File: config.mk
export PLATFORM = sky130hd
export DESIGN_NAME = cannon_pe
export DESIGN_NICKNAME = d
export VERILOG_FILES = /design/src/rtl/cannon_pkg.sv /design/src/rtl/pe_mac.sv /design/src/rtl/cannon_pe.sv
export SDC_FILE = /design/constraint.sdc
export NUM_CORES = 2
export LEC_CHECK = 0
export CORE_AREA = 2 2 350 352
export CTS_CLUSTER_SIZE = 8
export DETAILED_ROUTE_END_ITERATION = 6
export DIE_AREA = 0 0 352 354
export GPL_TIMING_DRIVEN = 0
export PLACE_DENSITY = 0.64
export SYNTH_ARGS = -nofsm -noshare
export SYNTH_HDL_FRONTEND = slang
export SYNTH_SLANG_ARGS = --single-unit
File: constraint.sdc
create_clock -name clk -period 17.3 [get_ports clk]
set_input_delay 2.595 -clock clk [delete_from_list [all_inputs] [get_ports clk]]
set_output_delay 2.595 -clock clk [all_outputs]
set_load 0.01 [all_outputs]
File: src/rtl/cannon_pkg.sv
// Shared types and helpers for the Cannon matrix-multiply processing element.
package cannon_pkg;

  localparam int W_DEFAULT = 32;

  typedef enum logic {IDLE, MAC} state_t;

  // Bit offset of element (r,c) inside a flattened row-major block.
  function automatic int idx(input int r, input int c, input int bs, input int w = W_DEFAULT);
    return w * (r * bs + c);
  endfunction

endpackage

File: src/rtl/pe_mac.sv
// Single multiply-accumulate step: acc + (a*b mod 2^W), wrapping modulo 2^W.
module pe_mac #(
  parameter int W = 32
) (
  input  logic [W-1:0] acc,
  input  logic [W-1:0] a,
  input  logic [W-1:0] b,
  output logic [W-1:0] sum
);

  // W-bit context keeps only the low W bits of the product and of the sum.
  assign sum = acc + a * b;

endmodule

File: src/rtl/cannon_pe.sv
// Cannon grid processing element: holds A/B/C blocks, shifts A/B from its
// neighbours and runs C += A*B one MAC per cycle (k innermost, then j, then i).
module cannon_pe
  import cannon_pkg::*;
#(
  parameter int BS = 2,
  parameter int W  = W_DEFAULT
) (
  input  logic                 clk,
  input  logic                 reset,
  input  logic                 load,
  input  logic [W*BS*BS-1:0]   a_in,
  input  logic [W*BS*BS-1:0]   b_in,
  input  logic                 sum_start,
  input  logic                 shift,
  input  logic [W*BS*BS-1:0]   a_from_right,
  input  logic [W*BS*BS-1:0]   b_from_below,
  output logic [W*BS*BS-1:0]   a_out,
  output logic [W*BS*BS-1:0]   b_out,
  output logic [W*BS*BS-1:0]   c_out,
  output logic                 busy,
  output logic                 sum_done,
  output logic                 cmd_err
);

  localparam int N  = BS * BS;
  localparam int CW = (BS > 1) ? $clog2(BS) : 1;
  localparam int AW = (W * N > 1) ? $clog2(W * N) : 1;
  localparam logic [CW-1:0] CMAX = CW'(BS - 1);

  state_t         state, state_nxt;
  logic [CW-1:0]  i, j, k;
  logic [W*N-1:0] a_q, b_q, c_q;
  logic [AW-1:0]  a_base, b_base, c_base;
  logic [W-1:0]   c_nxt;
  logic           last, any_cmd;

  assign any_cmd = load | shift | sum_start;
  assign last    = (i == CMAX) && (j == CMAX) && (k == CMAX);

  assign a_base = AW'(idx(int'(i), int'(k), BS, W));
  assign b_base = AW'(idx(int'(k), int'(j), BS, W));
  assign c_base = AW'(idx(int'(i), int'(j), BS, W));

  pe_mac #(.W(W)) u_mac (
    .acc (c_q[c_base +: W]),
    .a   (a_q[a_base +: W]),
    .b   (b_q[b_base +: W]),
    .sum (c_nxt)
  );

  assign a_out = a_q;
  assign b_out = b_q;
  assign c_out = c_q;

  always_ff @(posedge clk or posedge reset) begin
    if (reset) state <= IDLE;
    else       state <= state_nxt;
  end

  // load and shift outrank sum_start when sampled together.
  always_comb begin
    state_nxt = state;
    case (state)
      IDLE: if (sum_start && !load && !shift) state_nxt = MAC;
      MAC:  if (last) state_nxt = IDLE;
      default: state_nxt = IDLE;
    endcase
  end

  always_comb begin
    busy = (state == MAC);
  end

  always_ff @(posedge clk or posedge reset) begin
    if (reset) begin
      a_q      <= '0;
      b_q      <= '0;
      c_q      <= '0;
      i        <= '0;
      j        <= '0;
      k        <= '0;
      sum_done <= 1'b0;
      cmd_err  <= 1'b0;
    end else begin
      sum_done <= 1'b0;
      if (state == IDLE) begin
        if (load) begin
          a_q <= a_in;
          b_q <= b_in;
          c_q <= '0;
        end else if (shift) begin
          a_q <= a_from_right;
          b_q <= b_from_below;
        end else if (sum_start) begin
          i <= '0;
          j <= '0;
          k <= '0;
        end
      end else begin
        c_q[c_base +: W] <= c_nxt;
        if (any_cmd) cmd_err <= 1'b1;
        if (last) begin
          i        <= '0;
          j        <= '0;
          k        <= '0;
          sum_done <= 1'b1;
        end else if (k == CMAX) begin
          k <= '0;
          if (j == CMAX) begin
            j <= '0;
            i <= i + 1'b1;
          end else begin
            j <= j + 1'b1;
          end
        end else begin
          k <= k + 1'b1;
        end
      end
    end
  end

endmodule

==> key figures <==
Final layout
  • # fillers: 12.1k
  • Final nets: 5682
  • FF+latch area: 9760 um^2
  • Final non-filler cell total: 6253
  • Commonest non-fill, non-tap cell in the layout: clkdlybuf4s50_1
  • Area of the multi-input gates: 23300 um^2
  • Share of cells above drive strength 1: 5.51%
  • Area growth from synthesis to final layout: 36.0%
  • Commonest cells after routing, fill and taps aside: clkdlybuf4s50_1 (902), nand2_1 (557), inv_1 (534)

Run
  • Max_cap viols: 1

Clocking
  • Clock Sinks: 390
  • CTS Buf Count: 56
  • # Post-CTS Setup Buffers: 0
  • Clock transition at the registers of the reported paths: 0.05 ns
  • CTS tree: built
  • Post-CTS Hold Buffers: 0
  • Post_cts resized: 0
  • Clk_lat worst skew: 0.68 ns
  • H-tree depth: 2
  • Root Driver: clkbuf_16
  • Clk buf depth: 3

Routing
  • DR vias: 32.9k
  • Top routing layer in use: met5
  • 1st-iter DRT viols: 3539
  • Met2 routed WL: 92400 um
  • Vias per std cell: 5.25
  • Routed Wire Length: 202000 um
  • Routed wl met3: 21600 um
  • DRC viols: 0
  • Met1 WL: 77300 um
  • Final ANT Viol Nets: 0
  • TritonRoute pass-1 iters: 6
  • Avg WL per Cell: 32.3 um

Timing
  • Worst slew margin: -1.32%
  • Max Clock Skew: 0.0701 ns
  • Final hold vios: 0
  • Final Slew Violations: 11
  • Actual slew at the worst max-slew pin: 1.51 ns
  • FMAX: 84.3 MHz
  • Final worst-path cycle share: 68.6%
  • Count of final setup violators: 0
  • Crit path time final: 11.86 ns
  • Unrepaired setup endpoints after global routing: false

Global routing
  • Initial antenna violation count: 46
  • GRT Util Overall: 31.8%
  • Pin count of the biggest net entering global routing: 124
  • Global-route wire length before repair: 275000 um
  • Vias in the first global route: 33.7k
  • GRT overflow: 0

Placement
  • Post-DP HPWL: 171000 um
  • PortBufs: 902
  • # placed instances: 6165
  • GPL Wtd Cong: 1.06

Floorplanning
  • Io pins: 904
  • Starting density of the core: 29.7%
  • Placeable core area: 121000 um^2
  • Die height: 354 um
  • Cell Rows: 128
  • Total Die Area: 125000 um^2
  • Die width: 352 um

Yosys
  • Distinct cells, synth: 52
  • Synth area leader: dfrtp_1
  • Syn avg cell area: 9.90 um^2
  • Cell Area, Synth: 35900 um^2
  • Synth Instances: 3627
  • Synth top area share: 27.2%
  • Register bit total from synthesis: 390
  • Primary FF master, synth: dfrtp_1
  • Async S/R FF share, synth: 100%
  • EDFF count, synth: 0
  • Ys Warns: 0
  • Syn nets: 4710
  • Seq/Total Area, Yosys: 27.2%
  • Synth area leaders: dfrtp_1 (27%), fa_1 (24%), mux2i_1 (8.3%)

Critical path
  • Slowest Stage Delay on Critical Path: 1.13 ns
  • CP arrival: 12.39 ns
  • CP most frequent cell: fa_1
  • R2R Path End: c_out[127]
  • Worst path required time: 17.83 ns
  • CP startpoint kind: flop
  • FF-to-FF setup slack: 5.44 ns
  • Worst r2r path cells: 33
  • Critical Path Sink Type: flop
  • CP max-delay cell: o21ai_1
  • R2R Path Start: k
  • Critical path type: reg -> reg
  • Crit-path max FO: 10

Min path
  • Hold EP: cmd_err
  • Hold crit path type: reg -> reg
  • Hold Startpoint: cmd_err
  • Hold depth: 1

Outcome
  • Status: finished with violations
  • Failing checks: capacitance limit, slew limit
## logic make-up (layout without fill, tap and decap cells)
logic type      after synthesis  in the layout  synth area share [%]
flops                       390            390                  27.2
buf+inv                     737           1717                  7.97
other cells                   0             21                     0
compound gates              507            507                  8.48
xor+xnor                     88             88                  2.27
fa+ha+maj                   566            566                  28.9
simple gates                909            909                  9.99
mux                         430            430                  15.3
## critical path: cells and delay by family (launching register included)
family | cells | cell delay (ns)
AOI/OAI and AO/OA | 7 | 2.70
adders and majority gates | 9 | 4.37
DFF | 1 | 0.34
buffers and inverters | 13 | 3.00
muxes | 1 | 0.40
xor gates and xnor gates | 1 | 0.44
and+or+nand+nor | 2 | 0.38
## metal layers
layer | vias up | GRT usage, %
met5 | - | 0
met4 | 38 | 14.8
met3 | 436 | 9.66
met2 | 1920 | 50.1
met1 | 16800 | 40.1
li1 | 13600 | -
## metrics by stage
step,setup TNS (ns),hold slack (ns),cell area [um^2],worst slack (ns),util [%]
final,0,0.485,48800,5.44,40.4
after global routing,0,0.505,48800,5.15,40.4
after CTS,0,0.480,48800,5.51,40.3
after detailed placement,0,0.465,47200,5.51,39.0
after global placement,-555.31,0.459,47000,-1.63,38.9
after floorplan,0,0.504,35900,3.86,-
## cells in the mapped netlist (7+ instances only)
master,instances
a21o_1,10
nor2_1,280
o21ai_0,306
buf_6,9
buf_2,12
dfrtp_1,390
a22o_1,104
nand2b_1,13
fa_1,438
ha_1,128
mux2i_1,298
mux4_2,90
nand2_1,557
clkbuf_1,165
buf_1,12
inv_1,535
a21oi_1,28
o21a_1,7
o21ai_1,28
and2_1,31
xor2_1,20
xnor2_1,63
mux2_2,42
## worst max-delay path by stage
stage               start    endpoint  slack, ns  cells past startpoint
floorplan           reset    a_out[0]       3.86                      1
global placement    reset   b_out[86]      -1.63                      2
detailed placement      k  c_out[127]       5.51                     33
CTS                     k  c_out[127]       5.51                     33
global route            k  c_out[127]       5.15                     33
finish                  k  c_out[127]       5.44                     33
## flip-flops by register name, summed over array words and instances, names as in the netlist
register  flops
j             1
cmd_err       1
busy          1
b_out       128
a_out       128
k             1
i             1
sum_done      1
c_out       128
## area by class of cell
class / instances / share of cell area (%)
clock buffers: 60 / 2.92
well taps: 1625 / 4.16
multi-input cells: 2500 / 47.7
repair buffers: 914 / 18.9
plain buffers: 202 / 1.76
inverters: 535 / 4.13
diodes: 21 / 0.108
flip-flops and latches: 390 / 20.0
clock inverters: 6 / 0.295
Power is left out: the tool's default activity adds up to more than one toggle a clock period on the data nets, which glitch-free logic cannot reach.
